$ cat config.mk
export PLATFORM = sky130hd
export DESIGN_NAME = axi_read_arbiter
export DESIGN_NICKNAME = d
export VERILOG_FILES = /design/src/rtl/axi_read_arbiter.sv
export SDC_FILE = /design/constraint.sdc
export NUM_CORES = 1
export LEC_CHECK = 0
export ABC_AREA = 1
export BUFFER_PORTS_ARGS = -buffer_cell sky130_fd_sc_hd__buf_2
export CELL_PAD_IN_SITES_DETAIL_PLACEMENT = 1
export CELL_PAD_IN_SITES_GLOBAL_PLACEMENT = 1
export CORE_ASPECT_RATIO = 0.9
export CORE_MARGIN = 2
export CORE_UTILIZATION = 22
export DETAILED_ROUTE_END_ITERATION = 7
export GPL_TIMING_DRIVEN = 0
export PLACE_DENSITY = 0.72
export RECOVER_POWER = 100
export SLEW_MARGIN = 0
export SYNTH_ARGS = -nofsm -noshare
export SYNTH_HDL_FRONTEND = slang
export SYNTH_SLANG_ARGS = --single-unit
$ cat constraint.sdc
create_clock -name clk -period 1.2 [get_ports clk]
set_clock_uncertainty 0.05 [all_clocks]
set_input_delay 0.18 -clock clk [delete_from_list [all_inputs] [get_ports clk]]
set_output_delay 0.18 -clock clk [all_outputs]
set_load 0.01 [all_outputs]
$ cat src/rtl/axi_read_arbiter.sv
// Two-master, one-slave AXI read-channel arbiter with one burst per grant.
// The winner's AR payload is registered and sent to the slave with the master index prepended to the ID.
// R beats are steered back to the owner combinationally.
// A beat counter flags RLAST positions that disagree with ARLEN.
module axi_read_arbiter #(
   parameter int unsigned ID_W   = 4,
   parameter int unsigned ADDR_W = 32,
   parameter int unsigned DATA_W = 32,
   parameter int unsigned LEN_W  = 4
) (
   input  logic                clk,
   input  logic                rst,
   // master 0 (instruction fetch)
   input  logic [ID_W-1:0]     ARID_M0,
   input  logic [ADDR_W-1:0]   ARADDR_M0,
   input  logic [LEN_W-1:0]    ARLEN_M0,
   input  logic [2:0]          ARSIZE_M0,
   input  logic [1:0]          ARBURST_M0,
   input  logic                ARVALID_M0,
   output logic                ARREADY_M0,
   output logic [ID_W-1:0]     RID_M0,
   output logic [DATA_W-1:0]   RDATA_M0,
   output logic [1:0]          RRESP_M0,
   output logic                RLAST_M0,
   output logic                RVALID_M0,
   input  logic                RREADY_M0,
   // master 1 (data)
   input  logic [ID_W-1:0]     ARID_M1,
   input  logic [ADDR_W-1:0]   ARADDR_M1,
   input  logic [LEN_W-1:0]    ARLEN_M1,
   input  logic [2:0]          ARSIZE_M1,
   input  logic [1:0]          ARBURST_M1,
   input  logic                ARVALID_M1,
   output logic                ARREADY_M1,
   output logic [ID_W-1:0]     RID_M1,
   output logic [DATA_W-1:0]   RDATA_M1,
   output logic [1:0]          RRESP_M1,
   output logic                RLAST_M1,
   output logic                RVALID_M1,
   input  logic                RREADY_M1,
   // slave
   output logic [ID_W:0]       ARID_S,
   output logic [ADDR_W-1:0]   ARADDR_S,
   output logic [LEN_W-1:0]    ARLEN_S,
   output logic [2:0]          ARSIZE_S,
   output logic [1:0]          ARBURST_S,
   output logic                ARVALID_S,
   input  logic                ARREADY_S,
   input  logic [ID_W:0]       RID_S,
   input  logic [DATA_W-1:0]   RDATA_S,
   input  logic [1:0]          RRESP_S,
   input  logic                RLAST_S,
   input  logic                RVALID_S,
   output logic                RREADY_S,
   // status
   output logic                len_err,
   output logic                busy
);

   typedef enum logic [1:0] {IDLE, ADDR, DATA} state_t;

   state_t              state_q, state_d;
   logic                grant_q, prio_q;
   logic [ID_W-1:0]     arid_q;
   logic [ADDR_W-1:0]   araddr_q;
   logic [LEN_W-1:0]    arlen_q;
   logic [2:0]          arsize_q;
   logic [1:0]          arburst_q;
   logic [LEN_W-1:0]    cnt_q;
   logic                len_err_q;

   logic                take;
   logic                gnt_sel;
   logic                in_data;
   logic                beat;
   logic                len_err_d;
   logic                unused_rid_msb;

   // Only one burst is outstanding, so the returned grant bit carries no information.
   assign unused_rid_msb = RID_S[ID_W];

   assign in_data  = (state_q == DATA);
   assign RREADY_S = in_data & (grant_q ? RREADY_M1 : RREADY_M0);
   assign beat     = in_data & RVALID_S & RREADY_S;

   // Length check: RLAST must land exactly on beat index ARLEN.
   assign len_err_d = beat & (RLAST_S ? (cnt_q != arlen_q) : (cnt_q == arlen_q));

   // Next-state and grant selection.
   always_comb begin
      state_d = state_q;
      take    = 1'b0;
      gnt_sel = grant_q;
      unique case (state_q)
         IDLE: begin
            if (!rst && (ARVALID_M0 || ARVALID_M1)) begin
               take    = 1'b1;
               gnt_sel = (ARVALID_M0 && ARVALID_M1) ? prio_q : ARVALID_M1;
               state_d = ADDR;
            end
         end
         ADDR: begin
            if (ARREADY_S) state_d = DATA;
         end
         DATA: begin
            if (beat && RLAST_S) state_d = IDLE;
         end
         default: state_d = IDLE;
      endcase
   end

   // State register.
   always_ff @(posedge clk) begin
      if (rst) state_q <= IDLE;
      else     state_q <= state_d;
   end

   // Grant, round-robin priority, latched AR payload, beat counter and error flag.
   always_ff @(posedge clk) begin
      if (rst) begin
         grant_q   <= 1'b0;
         prio_q    <= 1'b0;
         arid_q    <= '0;
         araddr_q  <= '0;
         arlen_q   <= '0;
         arsize_q  <= '0;
         arburst_q <= '0;
         cnt_q     <= '0;
         len_err_q <= 1'b0;
      end else begin
         len_err_q <= len_err_d;
         if (take) begin
            grant_q   <= gnt_sel;
            arid_q    <= gnt_sel ? ARID_M1    : ARID_M0;
            araddr_q  <= gnt_sel ? ARADDR_M1  : ARADDR_M0;
            arlen_q   <= gnt_sel ? ARLEN_M1   : ARLEN_M0;
            arsize_q  <= gnt_sel ? ARSIZE_M1  : ARSIZE_M0;
            arburst_q <= gnt_sel ? ARBURST_M1 : ARBURST_M0;
            cnt_q     <= '0;
         end
         if (beat) begin
            cnt_q <= cnt_q + LEN_W'(1);
            if (RLAST_S) prio_q <= ~grant_q;
         end
      end
   end

   // AR accept is combinational and limited to the winner of this cycle.
   assign ARREADY_M0 = take & ~gnt_sel;
   assign ARREADY_M1 = take &  gnt_sel;

   // Slave AR channel from the latched payload.
   assign ARVALID_S = (state_q == ADDR);
   assign ARID_S    = {grant_q, arid_q};
   assign ARADDR_S  = araddr_q;
   assign ARLEN_S   = arlen_q;
   assign ARSIZE_S  = arsize_q;
   assign ARBURST_S = arburst_q;

   // R steering; payload is shared, only RVALID selects the owner.
   assign RVALID_M0 = in_data & ~grant_q & RVALID_S;
   assign RVALID_M1 = in_data &  grant_q & RVALID_S;
   assign RID_M0    = in_data ? RID_S[ID_W-1:0] : '0;
   assign RID_M1    = in_data ? RID_S[ID_W-1:0] : '0;
   assign RDATA_M0  = in_data ? RDATA_S : '0;
   assign RDATA_M1  = in_data ? RDATA_S : '0;
   assign RRESP_M0  = in_data ? RRESP_S : '0;
   assign RRESP_M1  = in_data ? RRESP_S : '0;
   assign RLAST_M0  = in_data & RLAST_S;
   assign RLAST_M1  = in_data & RLAST_S;

   assign len_err = len_err_q;
   assign busy    = (state_q != IDLE);

endmodule

==> results.toml, run 1 <==
[cells_and_area]
mostFrequentLayoutCell = "sky130_fd_sc_hd__buf_2"
layout.cells.most_common_list = "sky130_fd_sc_hd__buf_2 (188), sky130_fd_sc_hd__nand2_1 (121), sky130_fd_sc_hd__nor2_1 (116), sky130_fd_sc_hd__inv_1 (96), sky130_fd_sc_hd__buf_4 (57)"
layout_net_count = 1046
drive_gt1_share_pct = 49.0
n_fill_cell = 2045
final_cells = 1110
fin_area_um2 = 6630
postLayoutCoreUtil_pct = 42.7
layout-area-overhead-vs-synth_pct = 87.9
antenna_cells_inserted = 0

[sta]
final-hold-violation-count = 0
post-route-period-util_pct = 138
setup-violations-final = 138
drv_slew = 0
final_period_minus_worst_setup_slack_ns = 1.66
finalWorstSetupSlack_ns = -0.457
slew_headroom_pct = 55.2
timing_worst_slew_pin_value_ns = 0.672
worst_hold_slack_ns = 0.0807
grt_setup_unrepaired = "true"
timing.fmax_ghz = 0.603

[floorplanning]
die_area_um2 = 17100
die-width_um = 138
rows = 43
io_pins = 270
start_util_pct = 22.7
die_height_um = 124
design.core.area_um2 = 15500

[global_route]
globalRouteOverflowTotal = 0
grt_use_total_pct = 18.1
grt_pass1_wl_um = 23800
grt_start_max_net_pins = 18
antenna_found_initial = 1
grt_pass1_vias = 4761

[logic_synthesis]
postSynthAreaPerCell_um2 = 5.85
synth_top_cell_area_share_pct = 30.6
total_standard_cell_area_after_synthesis_um2 = 3530
synth_top_cell_by_area = "sky130_fd_sc_hd__dfxtp_1"
ys_seq_area_share_pct = 30.6
top_cells_by_area_synth = "sky130_fd_sc_hd__dfxtp_1 (31%), sky130_fd_sc_hd__nor2_1 (18%), sky130_fd_sc_hd__nand2_1 (13%)"
synthCells = 604
synth_fp_nets = 743
register_bit_count_reported_by_yosys = 54
ys_types = 20
yosys_warn_count = 0

[place]
placedInstanceArea_um2 = 5520
dpl.hpwl_um = 11600
pre_cts_setup_slack_ns = -0.230
numPlacedInstances = 1073
place.port_buffers = 267
gp_congestion = 0.769

[min_path]
hold_start = "ARREADY_S"
hold_class = "in2reg"
worstHoldEndpoint = "state_q[0]"
hold-path-cell-count = 4

[power_and_ir_drop]
comb_power_share_pct = 39.2
vdd_drop_max_uv = 640
power.sequential.fraction_pct = 32.7
p_sw_share_pct = 33.8
power.net_switching_w = 0.00208
p_leak_nw = 3.62
powerDensity_nw_per_um2 = 929
clock_power_share_pct = 28.1
internal_power_w = 0.00408

[status]
failed_checks = "negative setup slack"
outcome = "finished with violations"

[critical_path]
buffers_and_inverters_on_the_worst_path = 5
type_of_the_setup_path_with_the_least_slack = "reg2out"
gate_family_responsible_for_the_most_delay_along_the_worst_path = "buffers and inverters"
rrSetupSlack_ns = -0.32
crit-reg2reg-launch = "state_q[0]"
crit_chain = "inv_2, nor2_4, inv_6, clkbuf_16, nor2_4, buf_6, buf_6"
critical_path_arrival_ns = 1.43
crit_path_end_kind = "output pin"
worstSetupStartpointType = "register"
data_required_time_of_the_worst_path_ns = 0.97
timing.critical_path.slowest_cell_delay_ns = 0.33
critical_path.reg2reg.endpoint = "ARADDR_S[11]"
worstPathMaxFanout = 8
critical-path-slowest-cell = "sky130_fd_sc_hd__dfxtp_2"
r2r_cells = 11

[clocking]
clockRootBuffer = "sky130_fd_sc_hd__clkbuf_16"
cts_clock_pin_slew_for_the_worst_setup_and_hold_paths_ns = 0.08
clkSinkCount = 54
cts_hold_fix_bufs = 0
cts-root-to-sink-buffers = 2
htreeDepth = 2
cts_buffers = 5
insertion_delay_ns = 0.31
tritoncts = "yes"

[routing]
vias = 4614
wl_per_cell_um = 14.1
route.detailed.vias_per_inst = 4.16
drtIter0Drc = 104
post_route_drc_violation_count = 0
drtAntennaViolNets = 0
drt_wl_total_um = 15700
firstDrtPassIters = 4

[job]
max_cap_viol_count = 0
power by group through the flow:
stage	combinational [W]	clock [W]	sequential, W
3_5_place_dp	0.00182	0	0.00205
6_report	0.00242	0.00173	0.00201
2_1_floorplan	0.00103	0	0.00210
3_3_place_gp	0.00179	0	0.00204
4_1_cts	0.00242	0.00179	0.00201
5_1_grt	0.00266	0.00187	0.00203
layout make-up:
type / instances / area, um^2 / share of cell area [%]
Inverter: 103 / 397 / 5.98
Timing Repair Buffer: 296 / 1910 / 28.8
Sequential cell: 54 / 1090 / 16.4
Multi-Input combinational cell: 379 / 2150 / 32.5
Clock buffer: 5 / 125 / 1.89
Clock inverter: 3 / 43.8 / 0.660
Buffer: 68 / 662 / 9.98
Tap cell: 202 / 253 / 3.81
sequential cells by signal (all words and copies together), names as in the netlist:
name / flops
grant_q: 1
ARBURST_S: 2
ARLEN_S: 4
arid_q: 4
ARSIZE_S: 3
ARADDR_S: 32
prio_q: 1
len_err: 1
state_q: 2
cnt_q: 4
routing by layer:
layer / vias to the layer above / wire (um) / global-route usage (%)
met1: 2100 / 5810 / 18.6
met5: - / 13 / 0
met4: 2 / 158 / 3.61
li1: 2330 / - / -
met3: 13 / 1590 / 6.80
met2: 169 / 8080 / 35.0
worst max path at each step:
| stage | start | to | cells past startpoint |
|---|---|---|---|
| CTS | state_q[1] | RDATA_M1[28] | 7 |
| global route | state_q[1] | RDATA_M1[8] | 7 |
| finish | state_q[1] | RDATA_M1[8] | 7 |
| detailed placement | state_q[0] | ARREADY_M1 | 7 |
| floorplan | state_q[1] | RDATA_M1[10] | 6 |
| global placement | state_q[0] | ARREADY_M1 | 7 |
tightest hold or removal path, stage by stage:
cell and delay, ns:
sky130_fd_sc_hd__buf_2 0.09, sky130_fd_sc_hd__nor2_1 0.04, sky130_fd_sc_hd__nand2_1 0.05, sky130_fd_sc_hd__nand2_1 0.05
cell usage after synthesis (all sizes together):
cell type	instances
dfxtp	54
buf	60
inv	103
nand2	127
nand4	2
o21ai	1
a21oi	6
nor3	2
nor2	188
nand3	51
clkbuf	8
ha	1
xor2	1
what timing repair did:
action	in CTS	in global routing
hold endpoints to repair	0	0
buffers inserted	16	2
setup endpoints to repair	137	138
resized for setup	145	21
cloned	9	2
pin swaps	33	6
stage by stage:
stage          setup TNS [ns]  total power (W)
2_1_floorplan           -1.11          0.00313
3_3_place_gp           -17.84          0.00384
3_5_place_dp           -19.62          0.00386
4_1_cts                -48.03          0.00622
5_1_grt                -55.76          0.00656
6_report               -44.45          0.00616
cell families after synthesis:
| group | Yosys count | share of synthesized area (%) |
|---|---|---|
| buf+inv | 171 | 24.3 |
| xor+xnor | 1 | 0.248 |
| compound gates | 7 | 0.992 |
| fa+ha+maj | 1 | 0.354 |
| simple gates | 370 | 43.5 |
| flops | 54 | 30.6 |
Note: power is estimated with default switching activity, not from simulation.
==> inputs of run 2 (changes only) <==
Settings changed: CELL_PAD_IN_SITES_GLOBAL_PLACEMENT 1 to 2, CORE_UTILIZATION 22 to 16, RECOVER_POWER 100 to 25.
==> run 2 against run 1 <==
The flow still finishes with violations (negative setup slack). Worst setup slack got worse by 0.029 ns. Highest routed layer is now met4. Clock power about the same. Hold slack got worse by 0.0037 ns. Non-clock buffer count unchanged. Via count decreased by 0.46%. Combinational power about the same. Wire length increased by 4.4%. Maximum frequency decreased by 1.7%. Critical path type unchanged. First-iteration DRC count decreased by 17%. Clock-buffer cell count increased by 1. Sequential share of layout area decreased by 0.12 points.
==> results.toml, run 2 (synthesis gave the netlist of run 1 again) <==
[status]
outcome = "finished with violations"
failed_checks = "negative setup slack"

[cells_and_area]
largest_reg_flops = 32
n_fill_cell = 2766
layout_net_count = 1046
mostFrequentLayoutCell = "sky130_fd_sc_hd__buf_2"
fin_area_um2 = 6690
antenna_cells_inserted = 0
multi_input_comb_area_um2 = 2180
layout.cells.most_common_list = "sky130_fd_sc_hd__buf_2 (253), sky130_fd_sc_hd__nand2_1 (120), sky130_fd_sc_hd__nor2_1 (117), sky130_fd_sc_hd__inv_1 (95), sky130_fd_sc_hd__dfxtp_1 (50)"
postLayoutCoreUtil_pct = 30.9
final_cells = 1199
seq_area_um2 = 1090
layout-area-overhead-vs-synth_pct = 89.5
drive_gt1_share_pct = 53.4

[power_and_ir_drop]
clock_power_share_pct = 28.1
p_sw_share_pct = 33.9
internal_power_w = 0.00410
power.sequential.fraction_pct = 32.4
powerDensity_nw_per_um2 = 927
power.net_switching_w = 0.00210
comb_power_share_pct = 39.5
vdd_drop_max_uv = 521
p_leak_nw = 3.76

[sta]
post-route-period-util_pct = 141
setup-violations-final = 138
timing_worst_slew_pin_value_ns = 0.684
final_period_minus_worst_setup_slack_ns = 1.69
grt_setup_unrepaired = "true"
slew_headroom_pct = 54.4
final-hold-violation-count = 0
worst_hold_slack_ns = 0.0770
tns_ns = -44.12
timing.fmax_ghz = 0.593
finalWorstSetupSlack_ns = -0.486
drv_slew = 0

[global_route]
grt_pass1_wl_um = 25300
grt_start_max_net_pins = 17
globalRouteOverflowTotal = 0
grt_pass1_vias = 4629
antenna_found_initial = 1
grt_use_total_pct = 13.8

[floorplanning]
die-width_um = 161
design.core.area_um2 = 21600
die_height_um = 145
start_util_pct = 16.3
io_pins = 270
rows = 51
die_area_um2 = 23300

[critical_path]
data_required_time_of_the_worst_path_ns = 0.97
buffers_and_inverters_on_the_worst_path = 5
worst-path-stages = 7
crit_chain = "inv_2, nor2_4, inv_6, clkbuf_16, nor2_4, buf_4, buf_2"
worstPathMaxFanout = 8
timing.critical_path.slowest_cell_delay_ns = 0.34
critical_path.most_common_cell = "sky130_fd_sc_hd__nor2_4"
type_of_the_setup_path_with_the_least_slack = "reg2out"
worstSetupStartpointType = "register"
critical-path-slowest-cell = "sky130_fd_sc_hd__dfxtp_2"
gate_family_responsible_for_the_most_delay_along_the_worst_path = "buffers and inverters"
r2r_cells = 11
critical_path_arrival_ns = 1.46
crit_path_end_kind = "output pin"

[clocking]
cts-root-to-sink-buffers = 2
cts_clock_pin_slew_for_the_worst_setup_and_hold_paths_ns = 0.08
htreeDepth = 2
clkSinkCount = 54
cts_buffers = 5
insertion_delay_ns = 0.30
clockRootBuffer = "sky130_fd_sc_hd__clkbuf_16"
tritoncts = "yes"

[place]
gp_congestion = 0.748
placedInstanceArea_um2 = 5630
place.port_buffers = 267
numPlacedInstances = 1162
dpl.hpwl_um = 12500

[routing]
route.detailed.vias_per_inst = 3.83
drtIter0Drc = 86
drtAntennaViolNets = 0
post_route_drc_violation_count = 0
firstDrtPassIters = 4
vias = 4593
drt_wl_total_um = 16300
wl_per_cell_um = 13.6

[min_path]
hold_class = "in2reg"
hold-path-cell-count = 4

[job]
max_cap_viol_count = 0
-- run 2: layer usage --
layer  GRT usage, %  vias up  wire [um]
met3           5.23       11       1600
met2           24.3      182       7910
met4           2.88        0        173
met1           16.0     2071       6650
li1               -     2329          -
met5              0        -          0
-- run 2: final cells by class --
cell class              instances  area share (%)
multi-input cells             379            32.6
repair buffers                296            27.6
flip-flops and latches         54            16.3
plain buffers                  68            9.67
inverters                     103            5.93
well taps                     291            5.44
clock buffers                   6            1.93
clock inverters                 2           0.561
-- run 2: power groups by stage --
stage	Clock (W)	Combinational [W]	Sequential [W]
2_1_floorplan	0	0.00103	0.00210
3_3_place_gp	0	0.00182	0.00205
3_5_place_dp	0	0.00184	0.00205
4_1_cts	0.00181	0.00246	0.00201
5_1_grt	0.00185	0.00269	0.00203
6_report	0.00175	0.00245	0.00201
-- run 2: repair_timing --
action	in CTS	in global routing
setup buffers	16	2
cloned	9	2
resized for setup	118	11
pin swaps	41	2
hold buffers	0	0
endpoints found under the setup margin	141	140
-- run 2: worst min-delay path: stages --
cell	delay, ns
sky130_fd_sc_hd__buf_2	0.09
sky130_fd_sc_hd__nor2_1	0.03
sky130_fd_sc_hd__nand2_1	0.05
sky130_fd_sc_hd__nand2_1	0.04
-- run 2: final timing paths --
check                  start           to  slack (ns)
hold reg to reg     cnt_q[3]     cnt_q[3]        0.47
setup / recovery  state_q[1]  RDATA_M1[4]       -0.49
setup reg to reg  state_q[1]  ARADDR_S[1]       -0.29
hold / removal     ARREADY_S   state_q[0]        0.08
-- run 2: stage by stage --
stage               setup slack, ns  power (W)
floorplan                   -0.0488    0.00313
global placement             -0.253    0.00387
detailed placement           -0.260    0.00388
CTS                          -0.518    0.00628
global route                 -0.544    0.00657
finish                       -0.486    0.00621
